===== config.mk =====
export PLATFORM = sky130hd
export DESIGN_NAME = writeback_stage
export DESIGN_NICKNAME = d
export VERILOG_FILES = /design/src/rtl/writeback_stage.sv
export SDC_FILE = /design/constraint.sdc
export NUM_CORES = 1
export LEC_CHECK = 0
export ABC_AREA = 1
export CORE_UTILIZATION = 30
export CTS_BUF_LIST = sky130_fd_sc_hd__clkbuf_4 sky130_fd_sc_hd__clkbuf_8 sky130_fd_sc_hd__clkbuf_16
export CTS_CLUSTER_SIZE = 10
export DETAILED_ROUTE_END_ITERATION = 8
export PLACE_DENSITY = 0.62
export SLEW_MARGIN = 0
export SYNTH_ARGS = -nofsm -noshare
export SYNTH_HDL_FRONTEND = slang
export SYNTH_SLANG_ARGS = --single-unit

===== constraint.sdc =====
create_clock -name clk -period 4.4 [get_ports clk]
set_input_delay 1.32 -clock clk [delete_from_list [all_inputs] [get_ports clk]]
set_output_delay 1.32 -clock clk [all_outputs]
set_load 0.05 [all_outputs]

===== src/rtl/writeback_stage.sv =====
// Final pipeline stage: merges buffered ALU results and extended load data
// into the register file write port, with loads taking priority.
module writeback_stage #(
   parameter int REG_WIDTH  = 32,
   parameter int ADDR_WIDTH = 5,
   parameter int FIFO_DEPTH = 2
) (
   input  logic                          clk,
   input  logic                          rst,
   input  logic                          alu_valid,
   output logic                          alu_ready,
   input  logic [ADDR_WIDTH-1:0]         alu_rd,
   input  logic [REG_WIDTH-1:0]          alu_result,
   input  logic                          ld_valid,
   input  logic [ADDR_WIDTH-1:0]         ld_rd,
   input  logic [2:0]                    ld_funct3,
   input  logic [1:0]                    ld_byte_off,
   input  logic [REG_WIDTH-1:0]          ld_word,
   output logic [ADDR_WIDTH-1:0]         wrAddr,
   output logic [REG_WIDTH-1:0]          wrData,
   output logic                          wrEna,
   output logic                          ld_err,
   output logic [$clog2(FIFO_DEPTH):0]   fifo_count
);

   localparam int PW = $clog2(FIFO_DEPTH);
   localparam int CW = PW + 1;
   localparam logic [CW-1:0] FULL = CW'(FIFO_DEPTH);

   logic [ADDR_WIDTH-1:0] q_rd   [FIFO_DEPTH];
   logic [REG_WIDTH-1:0]  q_data [FIFO_DEPTH];
   logic [PW-1:0]         wr_ptr;
   logic [PW-1:0]         rd_ptr;
   logic [CW-1:0]         count;
   logic                  push;
   logic                  pop;

   assign alu_ready  = count != FULL;
   assign fifo_count = count;
   assign push       = alu_valid && alu_ready;
   assign pop        = !ld_valid && count != '0;

   always_ff @(posedge clk) begin
      if (push) begin
         q_rd[wr_ptr]   <= alu_rd;
         q_data[wr_ptr] <= alu_result;
      end
   end

   always_ff @(posedge clk or negedge rst) begin
      if (!rst) begin
         wr_ptr <= '0;
         rd_ptr <= '0;
         count  <= '0;
      end else begin
         if (push) wr_ptr <= wr_ptr + 1'b1;
         if (pop)  rd_ptr <= rd_ptr + 1'b1;
         case ({push, pop})
            2'b10:   count <= count + 1'b1;
            2'b01:   count <= count - 1'b1;
            default: count <= count;
         endcase
      end
   end

   logic [REG_WIDTH-1:0] byte_sh;
   logic [REG_WIDTH-1:0] half_sh;
   logic [7:0]           byte_v;
   logic [15:0]          half_v;
   logic [REG_WIDTH-1:0] ld_data;
   logic                 ld_bad;

   always_comb begin
      byte_sh = ld_word >> {ld_byte_off, 3'b000};
      half_sh = ld_word >> {ld_byte_off[1], 4'b0000};
      byte_v  = byte_sh[7:0];
      half_v  = half_sh[15:0];
      ld_data = '0;
      ld_bad  = 1'b0;
      case (ld_funct3)
         3'b000: ld_data = {{(REG_WIDTH-8){byte_v[7]}}, byte_v};
         3'b100: ld_data = {{(REG_WIDTH-8){1'b0}}, byte_v};
         3'b001: begin
            ld_bad  = ld_byte_off[0];
            ld_data = {{(REG_WIDTH-16){half_v[15]}}, half_v};
         end
         3'b101: begin
            ld_bad  = ld_byte_off[0];
            ld_data = {{(REG_WIDTH-16){1'b0}}, half_v};
         end
         3'b010: begin
            ld_bad  = ld_byte_off != 2'b00;
            ld_data = ld_word;
         end
         default: ld_bad = 1'b1;
      endcase
   end

   // x0 targets and faulting loads are consumed without touching addr/data
   always_ff @(posedge clk or negedge rst) begin
      if (!rst) begin
         wrEna  <= 1'b0;
         wrAddr <= '0;
         wrData <= '0;
         ld_err <= 1'b0;
      end else begin
         unique case (1'b1)
            ld_valid: begin
               ld_err <= ld_bad;
               wrEna  <= !ld_bad && ld_rd != '0;
               if (!ld_bad && ld_rd != '0) begin
                  wrAddr <= ld_rd;
                  wrData <= ld_data;
               end
            end
            pop: begin
               ld_err <= 1'b0;
               wrEna  <= q_rd[rd_ptr] != '0;
               if (q_rd[rd_ptr] != '0) begin
                  wrAddr <= q_rd[rd_ptr];
                  wrData <= q_data[rd_ptr];
               end
            end
            default: begin
               ld_err <= 1'b0;
               wrEna  <= 1'b0;
            end
         endcase
      end
   end

endmodule

==> results.ini, run 1 <==
[final_layout]
drive_gt1_share_pct = 8.64
fillCellCount = 1874
multi_input_area_um2 = 2120
diodes = 0
area.sequential_um2 = 3300
nets = 881
fin_cells = 1070
area_growth_syn_to_layout_pct = 34.5

[timing]
whs_ns = 0.510
hold_violations = 0
min_period_over_period_pct = 73.6
finalSetupViolCount = 0
fmax_mhz = 309
finalSetupTns_ns = 0
fin_ws_ns = 1.16
slew_violations = 0
tightest_slew_ns = 1.06
grt_setup_unrepaired = no
finClkSkew_ns = 0.00583
post-route-min-period_ns = 3.24
relSlewSlack_pct = 29.4

[setup_path]
rr_endpoint = wrAddr[3]
worstReg2RegStart = rd_ptr
crit_type = flop to output pin
end_kind = output pin
critPathMaxFanout = 6
reg2regPathDepth = 11
start_kind = flop
required_ns = 3.08
cp.arrival_ns = 1.92
reg2reg_slack_ns = 2.12

[cts]
clkLatencyLatePin_ns = 0.42
cts_max_path_buffers = 2
root_buffer = clkbuf_16
cts_setup_buffers = 0
tritoncts = done
ctsResizeCount = 0
cts_buffers = 17
clk_pin_slew_ns = 0.06
htreeDepth = 4
postCtsHoldBufs = 0
clock-sinks = 117

[grt]
grtUsageTotal_pct = 17.4
antenna_found_initial = 2
grt_pass1_wl_um = 25500
grt_pass1_vias = 4663
grt_max_degree = 44
gr-total-overflow = 0

[floorplanning]
die_h_um = 141
die_w_um = 141
rows = 50
ioPinCount = 125
initial_core_util_pct = 30.8
die-area_um2 = 19900
core_area_um2 = 18800

[detailed_routing]
vias = 4862
dr.pass1.iters = 5
drt_iter0_markers = 383
wirelength_um = 16600
wl_per_cell_um = 15.5
ant_nets = 0
viasPerCell = 4.54
post-route-drc-count = 0

[power_and_ir_drop]
p_total_mw = 5.08
p_leak_nw = 3.53
vdd_drop_max_mv = 0.256
power_per_cell_area_nw_per_um2 = 652

[placed_design]
port_buffers = 124
post-place-ws_ns = 0.820
dp_hpwl_um = 11700
place.gp.congestion = 0.898
dp.cells = 1038

[yosys]
synthMuxAreaShare_pct = 0
synthSimpleGateAreaFrac_pct = 30.6
synth-main-ff-cell = edfxtp_1
synthTopCellsByArea = edfxtp_1 (38%), nand2_1 (19%), dfrtp_1 (19%)
synth_top_family_by_area = simple AND/OR/NAND/NOR gates
synth_edf_count = 74
postSynthAreaPerCell_um2 = 8.52
synth_seq_area_share_pct = 56.9
ys_seq_elements = 117
synth-compound-area-share_pct = 5.14
synthArstFlopShare_pct = 36.8
syn_inst = 680
synth.top_cell.area_share_pct = 38.4
syn-cell-area_um2 = 5790
synth_xor_area_share_pct = 0.454
synth_area_leader_cell = edfxtp_1
synth_fa_ha_area_share_pct = 0.216
synth_nets = 764
synth-warning-count = 0
ys_types = 26

[run_status]
status = finished, final reports clean

[hold_path]
holdPathStages = 2
hp-start = wrData[11]
hold_path_class = flop to flop
hold_end = wrData[11]

[job]
drv_cap = 0

==> synth_stat cells, types with 2 or more instances <==
master / count
xor2_1: 2
buf_4: 8
nor2_2: 2
a21oi_1: 18
buf_2: 9
nand2_1: 288
edfxtp_1: 74
inv_1: 39
nand3_1: 56
nand4_1: 11
buf_6: 6
or2_2: 17
o211ai_1: 16
buf_1: 3
dfrtp_1: 43
o21ai_0: 13
clkbuf_1: 11
inv_2: 4
nor2_1: 53
==> registers in the layout, summed over array words and instances, names as in the netlist <==
register	count
ld_err	1
wr_ptr	1
fifo_count	2
q_rd	10
rd_ptr	1
wrAddr	5
wrData	32
q_data	64
wrEna	1
==> worst max path at each step <==
stage | start | to | slack (ns) | cells after the start
4_1_cts | fifo_count[0] | alu_ready | 1.15 | 2
3_3_place_gp | ld_funct3[1] | wrData[18] | 0.89 | 10
2_1_floorplan | alu_valid | q_data[1][0] | 0.96 | 2
6_report | fifo_count[0] | alu_ready | 1.16 | 2
3_5_place_dp | ld_funct3[1] | wrData[29] | 0.82 | 10
5_1_grt | ld_funct3[1] | wrData[22] | 1.07 | 10
==> layout by cell type (no fill, tap or decap), drive strengths merged <==
cell           instances
nand4                 11
clkbuf                17
inv                   50
o21bai                 1
buf                   12
dfrtp                 43
nand3                 57
clkinvlp               2
clkdlybuf4s50        123
bufinv                 1
nor2                  55
xor2                   2
clkinv                 5
edfxtp                74
nand2                288
xnor2                  1
o211ai                16
a31oi                  1
or2                   18
ha                     1
o21ai                 14
a21oi                 18
==> cells by family after synthesis <==
logic type / Yosys count
adder cells (fa/ha/maj): 1
flip-flops: 117
AO/OA/AOI/OAI: 50
buffers and inverters: 80
XOR/XNOR: 3
AND/OR/NAND/NOR: 429
==> power breakdown <==
group          internal (mW)  switching, mW  total, mW  leakage, nW
combinational          0.658           1.41       2.07         2.03
sequential              1.53          0.141       1.67         1.23
clock                  0.789          0.555       1.34        0.275
==> metrics by stage <==
step	utilization, %	cell area (um^2)
after floorplan	-	5790
after global placement	38.4	7220
after detailed placement	38.4	7220
after CTS	41.4	7790
after global routing	41.4	7790
final	41.4	7790
==> area by class of cell <==
class,count,area share (%)
clock inverters,15,1.85
inverters,43,2.07
repair buffers,135,16.9
well taps,260,4.18
clock buffers,17,5.46
multi-input cells,483,27.2
flip-flops and latches,117,42.3
==> worst max-delay path, stage by stage, from the launching register on <==
cell             delay, ns
dfrtp_1               0.44
or2_2                 0.35
clkdlybuf4s50_1       0.71
==> per-layer routing <==
layer  track usage (%)  wire [um]  up-vias
li1                  -          -     2445
met1              23.5       7760     2233
met2              26.2       7440      161
met3              5.23       1120       21
met4              6.29        266        2
met5                 0         13        -
Note: power is estimated with default switching activity, not from simulation.
==> run 2, diff against run 1 <==
clock period = 3.14 ns   (was 4.4 ns; I/O delays follow)
==> results.ini, run 2 (synthesized netlist as in run 1, its figures left out) <==
[final_layout]
fin_cells = 1079  ; was 1070
drive_gt1_share_pct = 9.77  ; was 8.64%
nets = 892  ; was 881
top_regs = q_data (64), wrData (32), q_rd (10)  ; unchanged
fillCellCount = 1869  ; was 1874
top_register = q_data  ; unchanged
layout_common_cells = nand2_1 (288), clkdlybuf4s50_1 (123), edfxtp_1 (74), nand3_1 (56), nor2_1 (51)  ; unchanged
largest_register_ffs = 64  ; unchanged
final_common_cell = nand2_1  ; unchanged
diodes = 0  ; unchanged
area_growth_syn_to_layout_pct = 36.8  ; was 34.5%

[detailed_routing]
post-route-drc-count = 0  ; unchanged
wl_per_cell_um = 15.3  ; was 15.5 um
wirelength_um = 16500  ; was 16600 um
viasPerCell = 4.46  ; was 4.54
vias = 4810  ; was 4862
dr.pass1.iters = 4  ; was 5
ant_nets = 0  ; unchanged
drt_iter0_markers = 287  ; was 383

[cts]
root_buffer = clkbuf_16  ; unchanged
clock-sinks = 117  ; unchanged
ctsResizeCount = 0  ; unchanged
postCtsHoldBufs = 0  ; unchanged
clk_pin_slew_ns = 0.05  ; was 0.06 ns
htreeDepth = 4  ; unchanged
cts_max_path_buffers = 2  ; unchanged
cts_buffers = 17  ; unchanged
tritoncts = done  ; unchanged
cts_setup_buffers = 0  ; unchanged
clkLatencyLatePin_ns = 0.41  ; was 0.42 ns

[floorplanning]
die_h_um = 141  ; unchanged
rows = 50  ; unchanged
core_area_um2 = 18800  ; unchanged
initial_core_util_pct = 30.8  ; unchanged
die_w_um = 141  ; unchanged
die-area_um2 = 19900  ; unchanged
ioPinCount = 125  ; unchanged

[timing]
finalSetupTns_ns = 0  ; unchanged
min_period_over_period_pct = 90.3
fmax_mhz = 353
finalSetupViolCount = 0  ; unchanged
hold_violations = 0  ; unchanged
tightest_slew_ns = 0.645  ; was 1.06 ns
grt_setup_unrepaired = no  ; unchanged
finClkSkew_ns = 0.00493  ; was 0.00583 ns
relSlewSlack_pct = 57.0  ; was 29.4%
slew_violations = 0  ; unchanged
post-route-min-period_ns = 2.84

[setup_path]
cp.arrival_ns = 1.89  ; was 1.92 ns
worstReg2RegStart = rd_ptr  ; unchanged
start_kind = flop  ; unchanged
end_kind = output pin  ; unchanged
reg2regPathDepth = 9  ; was 11
required_ns = 2.20  ; was 3.08 ns
rr_endpoint = wrData[9]  ; was wrAddr[3]
critPathMaxFanout = 6  ; unchanged
crit_type = flop to output pin  ; unchanged
reg2reg_slack_ns = 0.77  ; was 2.12 ns

[grt]
grtUsageTotal_pct = 17.5  ; was 17.4%
gr-total-overflow = 0  ; unchanged
antenna_found_initial = 0  ; was 2
grt_max_degree = 39  ; was 44
grt_pass1_vias = 4706  ; was 4663
grt_pass1_wl_um = 25800  ; was 25500 um

[placed_design]
dp.cells = 1049  ; was 1038
dp_hpwl_um = 12300  ; was 11700 um
place.gp.congestion = 0.899  ; was 0.898
port_buffers = 124  ; unchanged

[job]
drv_cap = 0  ; unchanged

[power_and_ir_drop]
power_per_cell_area_nw_per_um2 = 910  ; was 652 nW/um^2
vdd_drop_max_mv = 0.391  ; was 0.256 mV
p_leak_nw = 3.60  ; was 3.53 nW

[run_status]
status = finished, final reports clean  ; unchanged

[hold_path]
hold_path_class = input pin to asynchronous set/reset pin  ; was flop to flop

==> run 2: cell count changes in the layout (fill, tap and decap cells not counted) <==
cell / previous run / this run
clkbuf_4: 0 / 3
clkinv_2: 1 / 4
bufinv_16: 1 / 3
inv_8: 1 / 0
inv_6: 6 / 0
buf_4: 11 / 19
buf_12: 0 / 3
clkinv_1: 1 / 0
clkinv_4: 3 / 1
==> run 2: area by class of cell <==
| cell class | instances | area [um^2] | share of cell area (%) |
|---|---|---|---|
| tap | 260 | 325 | 4.11 |
| timing repair buffer | 146 | 1440 | 18.2 |
| multi-input combinational | 483 | 2120 | 26.7 |
| sequential | 117 | 3300 | 41.6 |
| clock buffer | 20 | 448 | 5.65 |
| clock inverter | 10 | 134 | 1.69 |
| inverter | 43 | 161 | 2.04 |
==> run 2: report_power, final <==
part / internal, mW / switching (mW)
Clock: 1.26 / 0.661
Sequential: 2.14 / 0.233
Combinational: 0.975 / 1.95
==> run 2: worst max-delay path by stage <==
stage / start / end / cells after the start
floorplan: fifo_count[0] / q_data[1][0] / 3
global route: fifo_count[0] / alu_ready / 2
detailed placement: ld_valid / fifo_count[1] / 7
global placement: ld_valid / fifo_count[1] / 7
CTS: fifo_count[0] / alu_ready / 2
finish: fifo_count[0] / alu_ready / 2
==> run 2: stage by stage <==
| stage | total power [mW] | hold WS (ns) | cell area, um^2 | util [%] | worst slack (ns) |
|---|---|---|---|---|---|
| detailed placement | 5.35 | 0.501 | 7340 | 39.0 | 0.396 |
| CTS | 7.29 | 0.470 | 7920 | 42.1 | 0.279 |
| floorplan | 4.29 | 0.504 | 5800 | - | 0.474 |
| finish | 7.21 | 0.467 | 7920 | 42.1 | 0.303 |
| global placement | 5.32 | 0.497 | 7340 | 39.0 | 0.383 |
| global route | 7.62 | 0.493 | 7920 | 42.1 | 0.247 |
==> run 2: critical path, cell delays in order (launching register included) <==
cell and delay [ns]:
dfrtp_1 0.44, or2_2 0.34, clkdlybuf4s50_1 0.70
==> run 2: per-layer routing <==
metal	up-vias	GRT usage (%)	routed length [um]	share of wire, %
li1	2460	-	-	-
met1	2192	23.7	7810	47
met2	137	26.8	7330	44
met3	21	4.25	1030	6.2
met4	0	6.98	325	2.0
met5	-	0	0	0
